[src/rtl/iwdg_wb_driver_pkg.sv]
// Shared constants for the IWDG Wishbone driver: watchdog keys, register
// offsets, driver FSM states and error encodings.
package iwdg_pkg;

  typedef enum logic [15:0] {
    KEY_NONE   = 16'h0000,
    KEY_UNLOCK = 16'h5555,
    KEY_RELOAD = 16'hAAAA,
    KEY_START  = 16'hCCCC
  } key_e;

  typedef enum logic [3:0] {
    REG_KR  = 4'h0,
    REG_PR  = 4'h4,
    REG_RLR = 4'h8,
    REG_ST  = 4'hC
  } reg_ofs_e;

  typedef enum logic [3:0] {
    ST_IDLE,
    ST_WR_PR,
    ST_WR_RLR,
    ST_WR_UNLOCK,
    ST_CONFIRM,
    ST_WR_START,
    ST_RUN,
    ST_WR_RELOAD,
    ST_WR_RESUME,
    ST_ERROR
  } drv_state_e;

  typedef enum logic [1:0] {
    ERR_NONE        = 2'b00,
    ERR_ACK_TIMEOUT = 2'b01,
    ERR_POLL        = 2'b10
  } err_code_e;

  function automatic logic [31:0] reg_adr(input logic [31:0] base, input reg_ofs_e ofs);
    return base + {28'h0, ofs};
  endfunction

endpackage

[src/rtl/iwdg_wb_driver_if.sv]
// Wishbone signal bundle between the IWDG driver (master) and the IWDG slave.
interface iwdg_wb_driver_if #(parameter int DATA_W = 16);
  logic [31:0]       adr_m2s;
  logic [DATA_W-1:0] dat_m2s;
  logic              cyc_m2s;
  logic              stb_m2s;
  logic              we_m2s;
  logic [DATA_W-1:0] dat_s2m;
  logic              ack_s2m;

  modport master (
    output adr_m2s, dat_m2s, cyc_m2s, stb_m2s, we_m2s,
    input  dat_s2m, ack_s2m
  );

  modport slave (
    input  adr_m2s, dat_m2s, cyc_m2s, stb_m2s, we_m2s,
    output dat_s2m, ack_s2m
  );
endinterface

[src/rtl/iwdg_wb_driver_wb_single_xfer.sv]
// One-shot Wishbone transfer engine with ack timeout; the read-data port only
// exists when IWDG_DRV_ST_POLL_EN is defined.
module wb_single_xfer #(
  parameter int DATA_W      = 16,
  parameter int ACK_TIMEOUT = 16
) (
  input  logic              clk_i,
  input  logic              rst_i,
  input  logic              req_i,
  input  logic [31:0]       addr_i,
  input  logic [DATA_W-1:0] wdata_i,
  input  logic              we_i,
`ifdef IWDG_DRV_ST_POLL_EN
  output logic [DATA_W-1:0] rdata_o,
`endif
  output logic              done_o,
  output logic              timeout_o,
  iwdg_wb_driver_if.master  bus
);
  localparam int TMR_W = $clog2(ACK_TIMEOUT) + 1;

  logic              active_q, active_d;
  logic [31:0]       adr_q, adr_d;
  logic [DATA_W-1:0] dat_q, dat_d;
  logic              we_q, we_d;
  logic [TMR_W-1:0]  tmr_q, tmr_d;

  always_ff @(posedge clk_i) begin
    if (rst_i) begin
      active_q <= 1'b0;
      adr_q    <= '0;
      dat_q    <= '0;
      we_q     <= 1'b0;
      tmr_q    <= '0;
    end else begin
      active_q <= active_d;
      adr_q    <= adr_d;
      dat_q    <= dat_d;
      we_q     <= we_d;
      tmr_q    <= tmr_d;
    end
  end

  // Requests are only accepted while the bus is idle, so the cycle after an
  // ack or timeout is always a cyc-low gap.
  always_comb begin
    active_d  = active_q;
    adr_d     = adr_q;
    dat_d     = dat_q;
    we_d      = we_q;
    tmr_d     = tmr_q;
    done_o    = 1'b0;
    timeout_o = 1'b0;
    if (active_q) begin
      if (bus.ack_s2m) begin
        done_o   = 1'b1;
        active_d = 1'b0;
        we_d     = 1'b0;
      end else if (tmr_q == TMR_W'(ACK_TIMEOUT - 1)) begin
        timeout_o = 1'b1;
        active_d  = 1'b0;
        we_d      = 1'b0;
      end else begin
        tmr_d = tmr_q + 1'b1;
      end
    end else if (req_i) begin
      active_d = 1'b1;
      adr_d    = addr_i;
      dat_d    = wdata_i;
      we_d     = we_i;
      tmr_d    = '0;
    end
  end

  assign bus.cyc_m2s = active_q;
  assign bus.stb_m2s = active_q;
  assign bus.adr_m2s = adr_q;
  assign bus.dat_m2s = dat_q;
  assign bus.we_m2s  = we_q;
`ifdef IWDG_DRV_ST_POLL_EN
  assign rdata_o     = bus.dat_s2m;
`endif

endmodule

[src/rtl/iwdg_wb_driver.sv]
// Software-less IWDG feeder: configures, starts and periodically refreshes the
// watchdog. IWDG_DRV_ST_POLL_EN selects ST polling instead of a fixed settle wait.
module iwdg_wb_driver
  import iwdg_pkg::*;
#(
  parameter logic [31:0] BASE_ADR       = 32'h0100_0000,
  parameter int          DATA_W         = 16,
  parameter int          REFRESH_PERIOD = 1000,
  parameter int          ACK_TIMEOUT    = 16,
  parameter int          POLL_MAX       = 8
) (
  input  logic              clk_m2s,
  input  logic              rst_m2s,
  input  logic              start,
  input  logic              stop,
  input  logic [2:0]        cfg_pr,
  input  logic [11:0]       cfg_rlr,
  iwdg_wb_driver_if.master  wb,
  output logic              busy,
  output logic              running,
  output logic              err,
  output logic [1:0]        err_code,
  output logic [15:0]       refresh_cnt
);
  drv_state_e  state_q, state_d;
  logic [31:0] cnt_q, cnt_d;
  logic [2:0]  pr_q, pr_d;
  logic [11:0] rlr_q, rlr_d;
  logic        err_q, err_d;
  err_code_e   code_q, code_d;
  logic [15:0] rcnt_q, rcnt_d;

  logic              xfer_req, xfer_we, xfer_done, xfer_timeout;
  logic [31:0]       xfer_adr;
  logic [DATA_W-1:0] xfer_dat;
`ifdef IWDG_DRV_ST_POLL_EN
  logic [DATA_W-1:0] xfer_rdata;
`endif

  wb_single_xfer #(.DATA_W(DATA_W), .ACK_TIMEOUT(ACK_TIMEOUT)) u_xfer (
    .clk_i     (clk_m2s),
    .rst_i     (rst_m2s),
    .req_i     (xfer_req),
    .addr_i    (xfer_adr),
    .wdata_i   (xfer_dat),
    .we_i      (xfer_we),
`ifdef IWDG_DRV_ST_POLL_EN
    .rdata_o   (xfer_rdata),
`endif
    .done_o    (xfer_done),
    .timeout_o (xfer_timeout),
    .bus       (wb)
  );

  always_ff @(posedge clk_m2s) begin
    if (rst_m2s) begin
      state_q <= ST_IDLE;
      cnt_q   <= '0;
      pr_q    <= '0;
      rlr_q   <= '0;
      err_q   <= 1'b0;
      code_q  <= ERR_NONE;
      rcnt_q  <= '0;
    end else begin
      state_q <= state_d;
      cnt_q   <= cnt_d;
      pr_q    <= pr_d;
      rlr_q   <= rlr_d;
      err_q   <= err_d;
      code_q  <= code_d;
      rcnt_q  <= rcnt_d;
    end
  end

  // stop is only honoured on a transfer completion or in a no-transfer wait
  // state. Waits that end in a KR write launch it directly so the idle gap is
  // exactly the configured count.
  always_comb begin
    state_d  = state_q;
    cnt_d    = cnt_q;
    pr_d     = pr_q;
    rlr_d    = rlr_q;
    err_d    = err_q;
    code_d   = code_q;
    rcnt_d   = rcnt_q;
    xfer_req = 1'b0;
    xfer_we  = 1'b1;
    xfer_adr = reg_adr(BASE_ADR, REG_KR);
    xfer_dat = DATA_W'(KEY_NONE);
    case (state_q)
      ST_IDLE, ST_ERROR: begin
        if (start && !stop) begin
          state_d = ST_WR_PR;
          pr_d    = cfg_pr;
          rlr_d   = cfg_rlr;
          err_d   = 1'b0;
          code_d  = ERR_NONE;
        end
      end
      ST_WR_PR: begin
        xfer_req = 1'b1;
        xfer_adr = reg_adr(BASE_ADR, REG_PR);
        xfer_dat = DATA_W'(pr_q);
        if (xfer_done) state_d = stop ? ST_IDLE : ST_WR_RLR;
      end
      ST_WR_RLR: begin
        xfer_req = 1'b1;
        xfer_adr = reg_adr(BASE_ADR, REG_RLR);
        xfer_dat = DATA_W'(rlr_q);
        if (xfer_done) state_d = stop ? ST_IDLE : ST_WR_UNLOCK;
      end
      ST_WR_UNLOCK: begin
        xfer_req = 1'b1;
        xfer_dat = DATA_W'(KEY_UNLOCK);
        if (xfer_done) begin
          state_d = stop ? ST_IDLE : ST_CONFIRM;
          cnt_d   = '0;
        end
      end
      ST_CONFIRM: begin
`ifdef IWDG_DRV_ST_POLL_EN
        xfer_req = 1'b1;
        xfer_we  = 1'b0;
        xfer_adr = reg_adr(BASE_ADR, REG_ST);
        if (xfer_done) begin
          if (stop) begin
            state_d = ST_IDLE;
          end else if (xfer_rdata[0]) begin
            state_d = ST_WR_START;
          end else if (cnt_q == 32'(POLL_MAX - 1)) begin
            state_d = ST_ERROR;
            err_d   = 1'b1;
            code_d  = ERR_POLL;
          end else begin
            cnt_d = cnt_q + 1;
          end
        end
`else
        if (stop) begin
          state_d = ST_IDLE;
        end else if (cnt_q == 32'(POLL_MAX - 1)) begin
          state_d  = ST_WR_START;
          xfer_req = 1'b1;
          xfer_dat = DATA_W'(KEY_START);
        end else begin
          cnt_d = cnt_q + 1;
        end
`endif
      end
      ST_WR_START: begin
        xfer_req = 1'b1;
        xfer_dat = DATA_W'(KEY_START);
        if (xfer_done) begin
          state_d = stop ? ST_IDLE : ST_RUN;
          cnt_d   = 32'(REFRESH_PERIOD - 1);
        end
      end
      ST_RUN: begin
        if (stop) begin
          state_d = ST_IDLE;
        end else if (cnt_q == '0) begin
          state_d  = ST_WR_RELOAD;
          xfer_req = 1'b1;
          xfer_dat = DATA_W'(KEY_RELOAD);
        end else begin
          cnt_d = cnt_q - 1;
        end
      end
      ST_WR_RELOAD: begin
        xfer_req = 1'b1;
        xfer_dat = DATA_W'(KEY_RELOAD);
        if (xfer_done) state_d = stop ? ST_IDLE : ST_WR_RESUME;
      end
      ST_WR_RESUME: begin
        xfer_req = 1'b1;
        xfer_dat = DATA_W'(KEY_START);
        if (xfer_done) begin
          rcnt_d  = rcnt_q + 16'd1;
          state_d = stop ? ST_IDLE : ST_RUN;
          cnt_d   = 32'(REFRESH_PERIOD - 1);
        end
      end
      default: state_d = ST_IDLE;
    endcase
    if (xfer_timeout) begin
      state_d = ST_ERROR;
      err_d   = 1'b1;
      code_d  = ERR_ACK_TIMEOUT;
    end
  end

  assign busy        = (state_q != ST_IDLE) && (state_q != ST_ERROR);
  assign running     = (state_q == ST_RUN) || (state_q == ST_WR_RELOAD) || (state_q == ST_WR_RESUME);
  assign err         = err_q;
  assign err_code    = code_q;
  assign refresh_cnt = rcnt_q;

endmodule

[src/flat_wrapper.sv]
// flat-port wrapper written by rule: the top's interface ports become plain ports
module iwdg_wb_driver_flat import iwdg_pkg::*;
#(
  parameter logic [31:0] BASE_ADR       = 32'h0100_0000,
  parameter int          DATA_W         = 16,
  parameter int          REFRESH_PERIOD = 1000,
  parameter int          ACK_TIMEOUT    = 16,
  parameter int          POLL_MAX       = 8
)
  (clk_m2s, rst_m2s, start, stop, cfg_pr, cfg_rlr, busy, running, err, err_code, refresh_cnt, wb_adr_m2s, wb_dat_m2s, wb_cyc_m2s, wb_stb_m2s, wb_we_m2s, wb_dat_s2m, wb_ack_s2m);
  iwdg_wb_driver_if #(.DATA_W(DATA_W)) wb_i ();
  input  logic clk_m2s;
  input  logic rst_m2s;
  input  logic start;
  input  logic stop;
  input  logic [2:0] cfg_pr;
  input  logic [11:0] cfg_rlr;
  output logic busy;
  output logic running;
  output logic err;
  output logic [1:0] err_code;
  output logic [15:0] refresh_cnt;
  output wire logic [$bits(wb_i.adr_m2s)-1:0] wb_adr_m2s;
  output wire logic [$bits(wb_i.dat_m2s)-1:0] wb_dat_m2s;
  output wire logic [$bits(wb_i.cyc_m2s)-1:0] wb_cyc_m2s;
  output wire logic [$bits(wb_i.stb_m2s)-1:0] wb_stb_m2s;
  output wire logic [$bits(wb_i.we_m2s)-1:0] wb_we_m2s;
  input wire logic [$bits(wb_i.dat_s2m)-1:0] wb_dat_s2m;
  input wire logic [$bits(wb_i.ack_s2m)-1:0] wb_ack_s2m;
  assign wb_adr_m2s = wb_i.adr_m2s;
  assign wb_dat_m2s = wb_i.dat_m2s;
  assign wb_cyc_m2s = wb_i.cyc_m2s;
  assign wb_stb_m2s = wb_i.stb_m2s;
  assign wb_we_m2s = wb_i.we_m2s;
  assign wb_i.dat_s2m = wb_dat_s2m;
  assign wb_i.ack_s2m = wb_ack_s2m;
  iwdg_wb_driver #(.BASE_ADR(BASE_ADR), .DATA_W(DATA_W), .REFRESH_PERIOD(REFRESH_PERIOD), .ACK_TIMEOUT(ACK_TIMEOUT), .POLL_MAX(POLL_MAX)) u_core (.clk_m2s(clk_m2s), .rst_m2s(rst_m2s), .start(start), .stop(stop), .cfg_pr(cfg_pr), .cfg_rlr(cfg_rlr), .wb(wb_i), .busy(busy), .running(running), .err(err), .err_code(err_code), .refresh_cnt(refresh_cnt));
endmodule
[config.mk]
export PLATFORM = sky130hd
export DESIGN_NAME = iwdg_wb_driver_flat
export DESIGN_NICKNAME = d
export VERILOG_FILES = /design/src/rtl/iwdg_wb_driver_pkg.sv /design/src/rtl/iwdg_wb_driver_if.sv /design/src/rtl/iwdg_wb_driver_wb_single_xfer.sv /design/src/rtl/iwdg_wb_driver.sv /design/src/flat_wrapper.sv
export SDC_FILE = /design/constraint.sdc
export NUM_CORES = 1
export LEC_CHECK = 0
export CAP_MARGIN = 20
export CELL_PAD_IN_SITES_DETAIL_PLACEMENT = 1
export CELL_PAD_IN_SITES_GLOBAL_PLACEMENT = 2
export CORE_MARGIN = 5
export CORE_UTILIZATION = 25
export DETAILED_ROUTE_END_ITERATION = 10
export GPL_TIMING_DRIVEN = 1
export PLACE_DENSITY_LB_ADDON = 0.1
export SLEW_MARGIN = 25
export SYNTH_ARGS = -nofsm -noshare
export SYNTH_HDL_FRONTEND = slang
export SYNTH_SLANG_ARGS = --single-unit
[constraint.sdc]
create_clock -name clk_m2s -period 3.6 [get_ports clk_m2s]
set_input_delay 0.9 -clock clk_m2s [delete_from_list [all_inputs] [get_ports clk_m2s]]
set_output_delay 0.9 -clock clk_m2s [all_outputs]
set_load 0.02 [all_outputs]
==> metrics, run 1 <==
placed instance count=1,175; worst r2r src=u_core.cnt_q[22]; post-synthesis adder-cell area fraction=1.01%; CTS resizes=0; I/O Buffers=61; Slew Viols, Final=0; number of synthesis warnings=0; internal power=1.99 mW; gr usage total=15.4%; 1st-iter DRT viols=345; detailed placer's ending HPWL=16,200 um; placed cell area=0.00701 mm2; initial antenna violation count=0; H-Tree Depth=3; number of clock sinks=94; asr flop ratio synth=0%; vias in the first global route=6,304; WP data required=3850 ps; worst IR drop on VDD=0.000270 V; Crit path depth=7; WL final=21,900 um; postcts setup bufs=0; type of origin of the critical path=flop; vias per inst=5.19; nets=903; Least-Margin Pin Slew=805 ps; Clk pwr share=32.3%; Simple-Gate Fraction of Synth Area=32.5%; FP Rows=57; most common cell after layout, fill and taps aside=nand2_1; Fillers=2,979; Clock transition at path regs=80 ps; drt first pass iters=4; first-pass GRT wire length=35,400 um; Setup Total Neg Slack=0 ps; Die Width=168 um; Area Growth Syn to Fin=17.8%; Post-CTS Hold Buffers=0; antenna cells=0; status=complete, no violations; TritonCTS clock tree=built; Worst Path Arrival=3290 ps; Seq pwr share=38.6%; die area=0.0281 mm2; P per Cell Area=424 mW/mm2; Static Leak=2.50 nW; Slew Limit Headroom=45.8%; cts bufs inserted=9; most frequent cells in the layout=nand2_1, dfxtp_1, nor2_1; Finished Layout Cells=1,191; cell family with most CP delay=simple AND/OR/NAND/NOR gates; Initial Util=25.5%; register area share after synthesis=30.3%; Final Cell Area=0.00732 mm2; GP Congestion=0.799; Distinct cells, synth=88; Synth Instances=830; Net Sw Frac=35.9%; # IOs=108; CP Launch Point=u_core.cnt_q[22]; mapped cell area=0.00622 mm2; minimum hold slack=464 ps; Die H=168 um; Compound-Gate Fraction of Synth Area=20.9%; largest net degree at the start of global routing=44; ANT nets after route=0; total chip power=3.11 mW; hold depth=2; layout cells sized above 1=9.57%; pre-CTS setup slack=584 ps; reg2reg path depth=7; Setup violations, final=0; XOR/XNOR Fraction of Synth Area=2.39%; clock latency on the worst-skew pair=360 ps; Net Sw Power=1.11 mW; crit path max-delay cell type=nor4_1; DR WL/cell=18.4 um; Post-Syn Area per Cell=7.49 um2; RSZ-0062 raised after global routing=no; mux cell area share after synthesis=3.20%; via count=6,186; Max Clock Skew=10.5 ps; fin crit share=84.4%; total grt overflow=0; Post-synth EDFFs=0; worst hold path class=reg2reg; CP Cell Sequence=nor4_1 -> nand4_1 -> o31a_1 -> o21ai_4 -> nor2_1 -> and2_1 -> mux2_2; reg2reg setup slack=560 ps; Remaining DRCs=0; clock buffer depth=2; CP Class=reg2reg; Yosys reg bits=94; fin crit period=3040 ps; maximum clock rate=329 MHz; final worst setup slack=563 ps; Logic pwr share=29.1%; CP Buf/Inv Count=0; Final Hold Viols=0; top_reg_cell synth=dfxtp_1; Core Util, Final=30.0%; MaxCap Viol Count=0; hold path start=u_core.pr_q[2]; Worst Path Max Fanout=12; Setup crit end kind=flop; largest family of logic cells by synthesized area=simple AND/OR/NAND/NOR gates; CP max stage delay=600 ps; CTS Root Cell=clkbuf_16; CORE AREA=0.0244 mm2
-- area by class of cell --
cell class | instances | area (um2) | share of cell area, %
Clock inverter | 7 | 86.3 | 1.18
Timing Repair Buffer | 88 | 821 | 11.2
Tap cell | 324 | 405 | 5.53
Inverter | 15 | 56.3 | 0.769
Sequential cell | 94 | 1880 | 25.7
Multi-Input combinational cell | 654 | 3850 | 52.5
Clock buffer | 9 | 225 | 3.07
-- power groups by stage --
stage	Clock (mW)	Combinational [mW]	Sequential, mW
3_5_place_dp	0	0.916	1.23
6_report	1.00	0.905	1.20
5_1_grt	1.09	1.01	1.21
2_1_floorplan	0	0.512	1.29
3_3_place_gp	0	0.899	1.22
4_1_cts	1.05	0.920	1.20
-- per-layer routing --
| metal | vias up | global-route usage [%] | routed length, um |
|---|---|---|---|
| li1 | 2983 | - | - |
| met1 | 3064 | 21.1 | 10300 |
| met2 | 120 | 25.5 | 10300 |
| met3 | 19 | 2.22 | 954 |
| met4 | 0 | 3.67 | 289 |
| met5 | - | 0 | 0 |
-- state kept, by name, indices dropped and copies added, names as in the netlist --
register	flops
u_core.u_xfer.bus.cyc_m2s	1
u_core.err_code	1
u_core.rlr_q	12
u_core.pr_q	3
u_core.u_xfer.bus.dat_m2s	16
u_core.u_xfer.bus.we_m2s	1
u_core.cnt_q	32
u_core.u_xfer.bus.adr_m2s	3
u_core.u_xfer.tmr_q	5
u_core.refresh_cnt	16
u_core.state_q	4
-- synthesized netlist by cell type, types with 5 or more instances --
cell / instances / area (um2)
or3_1: 11 / 68.8
and2_1: 5 / 31.3
clkbuf_1: 37 / 139
a211oi_1: 10 / 75.1
or2_2: 6 / 37.5
nor2_1: 82 / 308
nor3_1: 37 / 185
o31a_1: 5 / 43.8
and3_1: 10 / 62.6
a21oi_1: 61 / 305
nor4_1: 15 / 93.8
nand3_1: 34 / 170
buf_4: 34 / 255
a31oi_1: 13 / 81.3
o211ai_1: 6 / 45.0
o21ai_0: 30 / 150
xnor2_1: 8 / 70.1
inv_1: 14 / 52.6
nand3b_1: 5 / 37.5
and4_1: 6 / 52.6
nor2b_1: 8 / 50.1
buf_2: 16 / 80.1
nand2_1: 113 / 424
buf_6: 5 / 56.3
a22oi_1: 9 / 67.6
nand4_1: 19 / 119
xor2_1: 9 / 78.8
nand2b_1: 12 / 75.1
o31ai_1: 6 / 45.0
dfxtp_1: 94 / 1880
ha_1: 5 / 62.6
mux2i_1: 14 / 140
-- final timing paths --
| kind | endpoint |
|---|---|
| min reg2reg | u_core.pr_q[2] |
| max reg2reg | u_core.cnt_q[20] |
| min | u_core.pr_q[2] |
| max | u_core.cnt_q[20] |
-- worst reg2reg max path: stages (launching register included) --
cell     delay, ps
dfxtp_1        450
nor4_1         600
nand4_1        330
o31a_1         370
o21ai_4        400
nor2_1         300
and2_1         240
mux2_2         250
-- kinds of logic (layout without fill, tap and decap cells) --
group,count (synthesis),after routing
fa+ha+maj,5,5
simple gates,394,394
flops,94,94
compound gates,189,189
other cells,1,30
mux,19,19
buf+inv,111,119
xor+xnor,17,17
Note: power is estimated with default switching activity, not from simulation.
==> run 2: changes to the inputs <==
==> constraint.sdc (replaced) <==
create_clock -name clk_m2s -period 2.95 [get_ports clk_m2s]
set_input_delay 0.7375 -clock clk_m2s [delete_from_list [all_inputs] [get_ports clk_m2s]]
set_output_delay 0.7375 -clock clk_m2s [all_outputs]
set_load 0.02 [all_outputs]
==> metrics, run 2 (synthesized netlist as in run 1, its figures left out) <==
Max Clock Skew=19.0 ps (was 10.5 ps); fin crit period=2800 ps; Final Hold Viols=0 (unchanged); TritonCTS clock tree=built (unchanged); Static Leak=2.66 nW (was 2.50 nW); Remaining DRCs=0 (unchanged); layout cells sized above 1=13.0% (was 9.57%); DR WL/cell=18.8 um (was 18.4 um); vias per inst=5.09 (was 5.19); 1st-iter DRT viols=360 (was 345); maximum clock rate=358 MHz; largest net degree at the start of global routing=48 (was 44); WP data required=2210 ps (was 3850 ps); I/O Buffers=61 (unchanged); CTS Root Cell=clkbuf_16 (unchanged); WL final=23,000 um (was 21,900 um); via count=6,230 (was 6,186); Worst Path Max Fanout=23 (was 12); # IOs=108 (unchanged); status=complete, no violations (unchanged); nets=935 (was 903); RSZ-0062 raised after global routing=no (unchanged); Fillers=3,038 (was 2,979); Worst Path Arrival=2060 ps (was 3290 ps); Initial Util=25.5% (unchanged); most frequent cells in the layout=nand2_1, dfxtp_1, nor2_1 (unchanged); H-Tree Depth=3 (unchanged); die area=0.0281 mm2 (unchanged); vias in the first global route=6,467 (was 6,304); Die Width=168 um (unchanged); total chip power=3.85 mW (was 3.11 mW); Die H=168 um (unchanged); number of clock sinks=94 (unchanged); Largest Register=u_core.cnt_q (unchanged); placed instance count=1,207 (was 1,175); FP Rows=57 (unchanged); Least-Margin Pin Slew=787 ps (was 805 ps); initial antenna violation count=0 (unchanged); Slew Viols, Final=0 (unchanged); Finished Layout Cells=1,223 (was 1,191); GP Congestion=0.842 (was 0.799); clock buffer depth=2 (unchanged); Setup Total Neg Slack=0 ps (unchanged); antenna cells=0 (unchanged); P per Cell Area=508 mW/mm2 (was 424 mW/mm2); type of origin of the critical path=flop (unchanged); postcts setup bufs=0 (unchanged); cts bufs inserted=9 (unchanged); fin crit share=94.8%; most common cell after layout, fill and taps aside=nand2_1 (unchanged); CORE AREA=0.0244 mm2 (unchanged); first-pass GRT wire length=36,700 um (was 35,400 um); Slew Limit Headroom=47.3% (was 45.8%); drt first pass iters=4 (unchanged); total grt overflow=0 (unchanged); Post-CTS Hold Buffers=0 (unchanged); gr usage total=16.1% (was 15.4%); CP Class=reg2out (was reg2reg); Setup crit end kind=primary output (was flop); MaxCap Viol Count=0 (unchanged); worst IR drop on VDD=0.000281 V (was 0.000270 V); Setup violations, final=0 (unchanged); minimum hold slack=461 ps (was 464 ps); Clock transition at path regs=80 ps (about the same); clock latency on the worst-skew pair=370 ps (was 360 ps); worst hold path class=reg2reg (unchanged); ANT nets after route=0 (unchanged); Area Growth Syn to Fin=21.8% (was 17.8%); max reg flops=32 (unchanged); detailed placer's ending HPWL=17,100 um (was 16,200 um)
run 2: cell count changes in the layout (fill, tap and decap cells not counted):
cell      before  now
buf_4         26   57
ha_1           5    4
ha_2           0    1
inv_6          2    1
clkinv_2       0    1
nor4b_2        0    1
buf_12         1    2
clkinv_8       3    2
inv_8          1    2
nor4b_1        4    3
run 2: layout make-up:
| class | instances | area, um2 | area share, % |
|---|---|---|---|
| repair buffers | 120 | 1070 | 14.2 |
| clock inverters | 7 | 77.6 | 1.02 |
| multi-input cells | 654 | 3860 | 50.9 |
| inverters | 15 | 56.3 | 0.743 |
| clock buffers | 9 | 225 | 2.97 |
| flip-flops and latches | 94 | 1880 | 24.8 |
| well taps | 324 | 405 | 5.35 |
run 2: where the power goes:
group / switching, mW / internal, mW / leakage [nW]
sequential: 0.0791 / 1.38 / 0.761
clock: 0.629 / 0.604 / 0.149
combinational: 0.692 / 0.462 / 1.75
total: 1.40 / 2.45 / 2.66
run 2: critical path, stage by stage, from the launching register on:
cell and delay, ps:
dfxtp_1 350, buf_4 270, nand2b_1 170, nand3_1 250, clkdlybuf4s50_1 660
run 2: repair_timing:
item	CTS	global route
gates resized for setup	0	1
setup endpoints to repair	0	1
hold endpoints to repair	0	0
run 2: metal layers:
metal	track usage, %	vias to the layer above	share of wire (%)
met3	2.88	16	3.3
met5	0	-	0
met1	22.2	3055	49
met4	4.30	0	1.4
met2	25.9	113	46
li1	-	3046	-
run 2: through the flow:
stage	utilization [%]	setup WS [ps]	instance area, um2
floorplan	-	20.8	6340
global placement	29.8	68.5	7270
detailed placement	29.8	87.4	7270
CTS	31.0	65.0	7570
global route	31.1	16.6	7580
finish	31.1	154	7580
run 2: final timing paths:
check        cells past startpoint              start                to  slack, ps
max                              4  u_core.state_q[0]              busy        150
min                              2    u_core.rlr_q[2]   u_core.rlr_q[2]        460
max reg2reg                      9  u_core.state_q[0]  u_core.cnt_q[30]        240
min reg2reg                      2    u_core.rlr_q[2]   u_core.rlr_q[2]        460
==> run 3: changes to the inputs <==
--- a/config.mk
+++ b/config.mk
@@ -11,8 +11,10 @@
 export CORE_MARGIN = 5
 export CORE_UTILIZATION = 25
 export DETAILED_ROUTE_END_ITERATION = 10
+export DONT_BUFFER_PORTS = 1
 export GPL_TIMING_DRIVEN = 1
 export PLACE_DENSITY_LB_ADDON = 0.1
+export REMOVE_ABC_BUFFERS = 1
 export SLEW_MARGIN = 25
 export SYNTH_ARGS = -nofsm -noshare
 export SYNTH_HDL_FRONTEND = slang
==> metrics, run 3 (synthesized netlist as in run 1, its figures left out) <==
die area=0.0281 mm2 (unchanged); Max Clock Skew=11.4 ps (was 19.0 ps); Fillers=2,997 (was 3,038); worst hold path class=in2reg (was reg2reg); reg2reg setup slack=250 ps (was 240 ps); vias in the first global route=6,220 (was 6,467); gr usage total=15.3% (was 16.1%); vias per inst=5.18 (was 5.09); maximum clock rate=371 MHz (was 358 MHz); WL final=21,700 um (was 23,000 um); layout cells sized above 1=12.6% (was 13.0%); fin crit period=2700 ps (was 2800 ps); Slew Viols, Final=0 (unchanged); met3 Use GR=2.78% (was 2.88%); clock buffer depth=2 (unchanged); detailed placer's ending HPWL=16,100 um (was 17,100 um); total grt overflow=0 (unchanged); DR WL/cell=18.9 um (was 18.8 um); MaxCap Viol Count=0 (unchanged); Setup violations, final=0 (unchanged); Final Hold Viols=0 (unchanged); type of origin of the critical path=flop (unchanged); fin crit share=91.4% (was 94.8%); CP Launch Point=u_core.state_q[3] (was u_core.state_q[0]); max reg flops=32 (unchanged); TritonCTS clock tree=built (unchanged); RSZ-0062 raised after global routing=no (unchanged); Static Leak=2.38 nW (was 2.66 nW); nets=864 (was 935); Post-CTS Hold Buffers=0 (unchanged); Remaining DRCs=0 (unchanged); H-Tree Depth=3 (unchanged); Net Sw Frac=36.7% (was 36.4%); Slew Limit Headroom=52.4% (was 47.3%); Area Growth Syn to Fin=10.1% (was 21.8%); Least-Margin Pin Slew=711 ps (was 787 ps); P per Cell Area=517 mW/mm2 (was 508 mW/mm2); total chip power=3.54 mW (was 3.85 mW); Worst Path Max Fanout=23 (unchanged); clock latency on the worst-skew pair=360 ps (was 370 ps); Clk pwr share=34.0% (was 32.0%); Largest Register=u_core.cnt_q (unchanged); met1 usage=21.0% (was 22.2%); worst r2r src=u_core.state_q[3] (was u_core.state_q[0]); 1st-iter DRT viols=337 (was 360); WP data required=3240 ps (was 2210 ps); Worst Path Arrival=2980 ps (was 2060 ps); FP Rows=57 (unchanged); Clock transition at path regs=80 ps (about the same); first-pass GRT wire length=35,100 um (was 36,700 um); Die H=168 um (unchanged); CORE AREA=0.0244 mm2 (unchanged); Initial Util=25.5% (unchanged); hold path start=rst_m2s (was u_core.rlr_q[2]); initial antenna violation count=0 (unchanged); via count=5,969 (was 6,230); Setup crit end kind=flop (was primary output); largest net degree at the start of global routing=86 (was 48); Net Sw Power=1.30 mW (was 1.40 mW); status=complete, no violations (unchanged); antenna cells=0 (unchanged); met2 Track Usage GR=25.2% (was 25.9%); # IOs=108 (unchanged); Setup Total Neg Slack=0 ps (unchanged); CTS Root Cell=clkbuf_16 (unchanged); number of clock sinks=94 (unchanged); Finished Layout Cells=1,152 (was 1,223); GP Congestion=0.813 (was 0.842); gr busiest metal=met2 (unchanged); Seq pwr share=43.9% (was 38.0%); CP Class=reg2reg (was reg2out); cts bufs inserted=9 (unchanged); most common cell after layout, fill and taps aside=nand2_1 (unchanged); most frequent cells in the layout=nand2_1, dfxtp_1, nor2_1 (unchanged); I/O Buffers=0 (was 61); drt first pass iters=5 (was 4); postcts setup bufs=0 (unchanged); internal power=2.24 mW (was 2.45 mW); CTS resizes=0 (unchanged); placed instance count=1,136 (was 1,207); ANT nets after route=0 (unchanged); Logic pwr share=22.1% (was 30.0%); worst IR drop on VDD=0.000324 V (was 0.000281 V); Die Width=168 um (unchanged)
==> run 3: cell count changes in the layout (fill, tap and decap cells not counted), sizes merged <==
cell	change
buf	-11
clkdlybuf4s50	-60
clkinv	-2
clkinvlp	+1
inv	+1
==> run 3: power by group through the flow <==
stage	Combinational [mW]	Clock (mW)	Sequential, mW
floorplan	0.497	0	1.61
global placement	0.773	0	1.58
detailed placement	0.797	0	1.59
CTS	0.799	1.26	1.56
global route	0.880	1.30	1.57
finish	0.783	1.20	1.55
==> run 3: layout make-up <==
class	count	area, um2	share of cell area [%]
clock buffers	9	225	3.29
inverters	15	56.3	0.822
flip-flops and latches	94	1880	27.5
repair buffers	49	368	5.37
multi-input cells	654	3850	56.2
clock inverters	7	63.8	0.932
well taps	324	405	5.92
==> run 3: layer usage <==
metal  wire length [um]  vias to the layer above  part of all wire, %
met2              10100                       93                   47
met5                  0                        -                    0
met3                802                       13                  3.7
met4                216                        0                 0.99
met1              10600                     2952                   49
li1                   -                     2911                    -
==> run 3: metrics by stage <==
stage	utilization (%)	hold slack (ps)	setup WS, ps	cell area, um2
after floorplan	-	430	-1190	5780
after global placement	26.9	440	275	6560
after detailed placement	26.9	449	242	6560
after CTS	28.1	429	214	6850
after global routing	28.1	425	72.2	6850
final	28.1	443	255	6850
==> run 3: worst max-delay path, stage by stage, from the launching register on <==
cell	delay, ps
dfxtp_1	310
buf_4	210
or3b_1	460
buf_4	180
buf_4	200
o32ai_4	350
o21ai_4	110
or2_1	330
or3_1	390
o21ai_1	80
==> run 3: path summary, 6_finish.rpt <==
kind	endpoint	cells past startpoint
worst min register to register	u_core.rlr_q[6]	2
worst max-delay path	u_core.cnt_q[23]	9
worst max register to register	u_core.cnt_q[23]	9
worst min-delay path	u_core.rlr_q[4]	1
